**config.mk**
```make
export PLATFORM = sky130hd
export DESIGN_NAME = booth_mult_seq_flat
export DESIGN_NICKNAME = d
export VERILOG_FILES = /design/src/rtl/booth_mult_seq_if.sv /design/src/rtl/booth_mult_seq.sv /design/src/flat_wrapper.sv
export SDC_FILE = /design/constraint.sdc
export NUM_CORES = 1
export LEC_CHECK = 0
export CORE_ASPECT_RATIO = 0.5
export CORE_MARGIN = 3
export CORE_UTILIZATION = 35
export DETAILED_ROUTE_END_ITERATION = 16
export PLACE_DENSITY_LB_ADDON = 0.08
export SLEW_MARGIN = 20
export SYNTH_ARGS = -nofsm -noshare
export SYNTH_HDL_FRONTEND = slang
export SYNTH_SLANG_ARGS = --single-unit
```
**constraint.sdc**
```tcl
create_clock -name clk -period 2.9 [get_ports clk]
set_input_delay 0.58 -clock clk [delete_from_list [all_inputs] [get_ports clk]]
set_output_delay 0.58 -clock clk [all_outputs]
set_load 0.05 [all_outputs]
```
**src/rtl/booth_mult_seq_if.sv**
```systemverilog
// Handshake and operand bundle between a requester and booth_mult_seq.
interface booth_mult_seq_if #(
    parameter int N = 4
);
    logic             start;
    logic             is_signed;
    logic [N-1:0]     a;
    logic [N-1:0]     b;
    logic             busy;
    logic             done;
    logic [2*N-1:0]   result;

    modport master (
        output start, is_signed, a, b,
        input  busy, done, result
    );

    modport slave (
        input  start, is_signed, a, b,
        output busy, done, result
    );
endinterface

```
**src/rtl/booth_mult_seq.sv**
```systemverilog
// Sequential radix-2 Booth multiplier with start/busy/done handshake and a
// per-operation signed/unsigned mode. Runs N+1 iterations on operands
// extended to N+1 bits, which makes one datapath exact for both modes.
module booth_mult_seq #(
    parameter int N = 4
) (
    input logic             clk,
    input logic             reset,
    booth_mult_seq_if.slave bus
);
    localparam int W  = N + 1;
    localparam int CW = $clog2(W + 1);

    typedef enum logic [1:0] {
        S_IDLE,
        S_CALC,
        S_DONE
    } state_t;

    state_t         r_state;
    logic [W-1:0]   r_m;
    logic [W-1:0]   r_q;
    logic [W:0]     r_acc;
    logic           r_qm1;
    logic [CW-1:0]  r_cnt;
    logic           r_busy;
    logic           r_done;
    logic [2*N-1:0] r_result;

    logic [W-1:0]   w_a_ext;
    logic [W-1:0]   w_b_ext;
    logic [W:0]     w_m_ext;
    logic [W:0]     w_sum;
    logic [W:0]     w_acc_sh;
    logic [W-1:0]   w_q_sh;
    logic           w_accept;
    logic           w_last;

    // The mode only affects operand extension, so it is folded into M/Q at
    // capture time instead of being held in its own register.
    assign w_a_ext  = bus.is_signed ? {bus.a[N-1], bus.a} : {1'b0, bus.a};
    assign w_b_ext  = bus.is_signed ? {bus.b[N-1], bus.b} : {1'b0, bus.b};
    assign w_accept = bus.start && (r_state != S_CALC);
    assign w_last   = (r_cnt == CW'(W - 1));

    // Booth add/subtract selection followed by the arithmetic right shift.
    always_comb begin
        w_m_ext = {r_m[W-1], r_m};
        w_sum   = r_acc;
        case ({r_q[0], r_qm1})
            2'b01:   w_sum = r_acc + w_m_ext;
            2'b10:   w_sum = r_acc - w_m_ext;
            default: w_sum = r_acc;
        endcase
        w_acc_sh = {w_sum[W], w_sum[W:1]};
        w_q_sh   = {w_sum[0], r_q[W-1:1]};
    end

    // Controller, datapath registers and registered handshake outputs.
    always_ff @(posedge clk or negedge reset) begin
        if (!reset) begin
            r_state  <= S_IDLE;
            r_m      <= '0;
            r_q      <= '0;
            r_acc    <= '0;
            r_qm1    <= 1'b0;
            r_cnt    <= '0;
            r_busy   <= 1'b0;
            r_done   <= 1'b0;
            r_result <= '0;
        end else begin
            case (r_state)
                S_IDLE, S_DONE: begin
                    if (w_accept) begin
                        r_m     <= w_a_ext;
                        r_q     <= w_b_ext;
                        r_acc   <= '0;
                        r_qm1   <= 1'b0;
                        r_cnt   <= '0;
                        r_state <= S_CALC;
                        r_busy  <= 1'b1;
                    end else begin
                        r_state <= S_IDLE;
                        r_busy  <= 1'b0;
                    end
                    r_done <= 1'b0;
                end
                S_CALC: begin
                    r_acc <= w_acc_sh;
                    r_q   <= w_q_sh;
                    r_qm1 <= r_q[0];
                    r_cnt <= r_cnt + CW'(1);
                    if (w_last) begin
                        // The low 2N bits of the shifted {acc,Q} hold the product.
                        r_result <= {w_acc_sh[N-2:0], w_q_sh};
                        r_state  <= S_DONE;
                        r_busy   <= 1'b0;
                        r_done   <= 1'b1;
                    end
                end
                default: begin
                    r_state <= S_IDLE;
                    r_busy  <= 1'b0;
                    r_done  <= 1'b0;
                end
            endcase
        end
    end

    assign bus.busy   = r_busy;
    assign bus.done   = r_done;
    assign bus.result = r_result;
endmodule

```
**src/flat_wrapper.sv**
```systemverilog
// flat-port wrapper written by rule: the top's interface ports become plain ports
module booth_mult_seq_flat 
#(
    parameter int N = 4
)
  (clk, reset, bus_start, bus_is_signed, bus_a, bus_b, bus_busy, bus_done, bus_result);
  booth_mult_seq_if #(.N(N)) bus_i ();
  input logic clk;
  input logic reset;
  input wire logic [$bits(bus_i.start)-1:0] bus_start;
  input wire logic [$bits(bus_i.is_signed)-1:0] bus_is_signed;
  input wire logic [$bits(bus_i.a)-1:0] bus_a;
  input wire logic [$bits(bus_i.b)-1:0] bus_b;
  output wire logic [$bits(bus_i.busy)-1:0] bus_busy;
  output wire logic [$bits(bus_i.done)-1:0] bus_done;
  output wire logic [$bits(bus_i.result)-1:0] bus_result;
  assign bus_i.start = bus_start;
  assign bus_i.is_signed = bus_is_signed;
  assign bus_i.a = bus_a;
  assign bus_i.b = bus_b;
  assign bus_busy = bus_i.busy;
  assign bus_done = bus_i.done;
  assign bus_result = bus_i.result;
  booth_mult_seq #(.N(N)) u_core (.clk(clk), .reset(reset), .bus(bus_i));
endmodule
```
==> impl_metrics.py <==
metrics = {
    "clock_tree": {
        "cts_hold_buf": 0,
        "worst_skew_pair.late_latency_ns": 0.28,
        "cts_setup_buffers": 0,
        "path_clk_slew_ns": 0.07,
        "tritoncts": "built",
        "clkSinkCount": 30,
        "numCtsBuffers": 5,
        "cts_htree_levels": 2,
        "maximum_buffer_depth_of_the_clock_tree": 2,
        "cts.repair.resized": 0,
        "clk_root_buffer_cell": "clkbuf_8",
    },
    "route": {
        "dr.first_iter.drc_count": 35,
        "post_drt_via_cell_ratio": 4.90,
        "post-route-drc-count": 0,
        "routed-via-count": 1161,
        "antenna_violating_nets_post_route": 0,
        "wl_per_cell_um": 13.8,
        "drt_first_pass_iters": 4,
        "totalWireLength_um": 3270,
    },
    "synthesis": {
        "avg_synthesized_cell_area_um2": 9.96,
        "synth_cell_type_count": 31,
        "synth_nets": 179,
        "synth_area_leader_cell": "dfrtp_1",
        "number_of_synthesized_register_bits": 30,
        "commonest_cells_in_the_netlist": "33 x nand2_1, 30 x dfrtp_1, 11 x inv_1, 11 x o21ai_0, 9 x ha_1",
        "netlist.area_leader.share_pct": 48.0,
        "post_synth_instance_area_um2": 1560,
        "synth-seq-area-share_pct": 48.0,
        "yosysWarningCount": 0,
        "ys_top_cells_by_area": "dfrtp_1 48%, nand2_1 7.9%, ha_1 7.2%",
        "postSynth.asyncResetShare_pct": 100,
        "synthMostInstantiatedCell": "nand2_1",
        "syn-instance-count": 157,
        "synth_top_flop_cell": "dfrtp_1",
        "synth_edf_count": 0,
    },
    "timing": {
        "grt_setup_unrepaired": "no",
        "finalSetupViolations": 0,
        "finalMaxSlewViolations": 0,
        "finalClockSkew_ns": 0.00818,
        "final-hold-violation-count": 0,
        "timing.setup.tns_ns": 0,
        "tightest_slew_ns": 0.499,
        "max_slew_margin_pct": 66.7,
        "layout_min_cycle_time_ns": 2.20,
        "layout_worst_path_cycle_share_pct": 75.8,
        "fmax_mhz": 455,
    },
    "worst_setup_path": {
        "worst_setup_path_end_kind": "flop",
        "setup.worst_path.class": "flop to flop",
        "cp_top_family": "adder cells",
        "timing.critical_path.buf_inv": 2,
        "timing.critical_path.slowest_cell_delay_ns": 0.42,
        "critPathRequiredTime_ns": 3.08,
        "setup.worst_path.start_class": "flop",
        "critPathMaxFanout": 4,
        "arrival_ns": 2.38,
        "cp_slowest_cell": "dfrtp_1",
        "path_cells": "inv_1, ha_1, mux2_2, inv_1, ha_1, nor2b_1, o21ai_0, nand2_1, xnor2_1, o31ai_1",
    },
    "placement": {
        "port_buffers": 21,
        "gp_congestion": 0.750,
        "dpl.hpwl_um": 2420,
    },
    "final_layout": {
        "share_of_post_route_cells_with_drive_strength_above_1_pct": 10.9,
        "area_delta_synth_final_pct": 24.6,
        "antenna-diode-count": 0,
        "layout.nets": 205,
        "filler_cell_count": 396,
    },
    "worst_hold_path": {
        "worst_hold_path_type": "flop to flop",
    },
    "die": {
        "dieArea_um2": 5360,
        "initial_utilization_pct": 38.1,
        "floorplan.die.width_um": 101,
        "fp.coreArea_um2": 4100,
        "die_height_um": 53.3,
        "i_o_pin_cnt": 22,
        "num_rows": 16,
    },
    "global_routing": {
        "grt_antenna_before_repair": 0,
        "overflow_left_after_global_routing": 0,
        "grt_max_degree": 31,
        "grt_pass1_wl_um": 5920,
        "grt_util_all_layers_pct": 14.8,
        "grt_pass1_vias": 1250,
    },
    "run": {
        "max_cap_viol_count": 0,
    },
    "status": {
        "outcome": "finished, final reports clean",
    },
}
[cell usage in the layout (no fill, tap or decap)]
cell type	Yosys	layout
o31ai_1	1	1
nor2_1	6	6
a21oi_1	4	4
and2b_1	1	1
nand3_4	1	1
nor4_2	1	1
mux2i_1	1	1
nand4b_1	1	1
a32oi_1	3	3
nor3_1	1	1
ha_1	9	9
xnor2_1	6	6
o21ai_1	2	2
nand2b_1	3	3
dfrtp_1	30	30
a22o_1	3	3
a22oi_1	4	4
clkbuf_8	0	6
mux2_2	7	7
nor2b_1	2	2
nand3_1	5	5
fa_1	1	1
clkdlybuf4s50_1	0	21
or2_0	1	1
bufinv_16	0	1
buf_4	1	4
nand2_1	33	33
o2111ai_1	1	1
xor2_1	2	2
inv_1	11	11
o21ai_0	11	11
[cells by family after synthesis]
kind of cell | count (synthesis) | synth area share, %
AOI/OAI and AO/OA | 29 | 11.8
muxes | 8 | 5.68
DFF | 30 | 48.0
and+or+nand+nor | 55 | 16.6
adders and majority gates | 10 | 8.48
xor gates and xnor gates | 8 | 4.48
buffers and inverters | 17 | 4.96
[final cells by class]
type                            count  area, µm²  area share, %
Clock buffer                        6       82.6           4.24
Timing Repair Buffer               25        240           12.3
Sequential cell                    30        751           38.5
Tap cell                           54       67.6           3.47
Multi-Input combinational cell    110        736           37.8
Inverter                           11       41.3           2.12
Clock inverter                      1       30.0           1.54
[tightest hold or removal path, stage by stage (launching register included)]
cell,delay [ns]
dfrtp_1,0.34
nand2_1,0.04
o21ai_0,0.06
[registers in the layout, summed over array words and instances (netlist names)]
signal,flops
u_core.r_m,5
u_core.r_acc,5
u_core.bus.busy,1
u_core.bus.result,8
u_core.r_state,2
u_core.r_cnt,3
u_core.r_q,5
u_core.r_qm1,1
[path summary, 6_finish.rpt]
path | startpoint | endpoint | slack [ns] | cells past startpoint
worst max-delay path | u_core.r_m[0]$_DFFE_PN0P_ | u_core.bus.result[7]$_DFFE_PN0P_ | 0.70 | 10
worst min-delay path | u_core.bus.result[6]$_DFFE_PN0P_ | u_core.bus.result[6]$_DFFE_PN0P_ | 0.48 | 2
worst max register to register | u_core.r_m[0]$_DFFE_PN0P_ | u_core.bus.result[7]$_DFFE_PN0P_ | 0.70 | 10
worst min register to register | u_core.bus.result[6]$_DFFE_PN0P_ | u_core.bus.result[6]$_DFFE_PN0P_ | 0.48 | 2
max in group asynchronous | reset | u_core.bus.result[7]$_DFFE_PN0P_ | 1.92 | 2
min in group asynchronous | reset | u_core.r_state[1]$_DFFE_PN0P_ | 0.68 | 2
[stage by stage]
stage          cell area (µm²)  worst slack [ns]  utilization, %  std cells  hold slack (ns)
4_1_cts                   1950             0.698            47.5        237            0.488
5_1_grt                   1950             0.505            47.5        237            0.512
2_1_floorplan             1560             0.892               -        157            0.284
3_3_place_gp              1840             0.729            44.7        230            0.462
6_report                  1950             0.703            47.5        237            0.481
3_5_place_dp              1840             0.735            44.7        230            0.475
[per-layer routing]
layer	wire length [µm]	vias up	GRT usage [%]
met5	0	-	0
met4	20	0	3.36
met3	99	3	4.74
met2	1410	11	24.3
met1	1740	565	19.1
li1	-	582	-
Power is left out: the tool's default activity adds up to more than one toggle a clock period on the data nets, which glitch-free logic cannot reach.
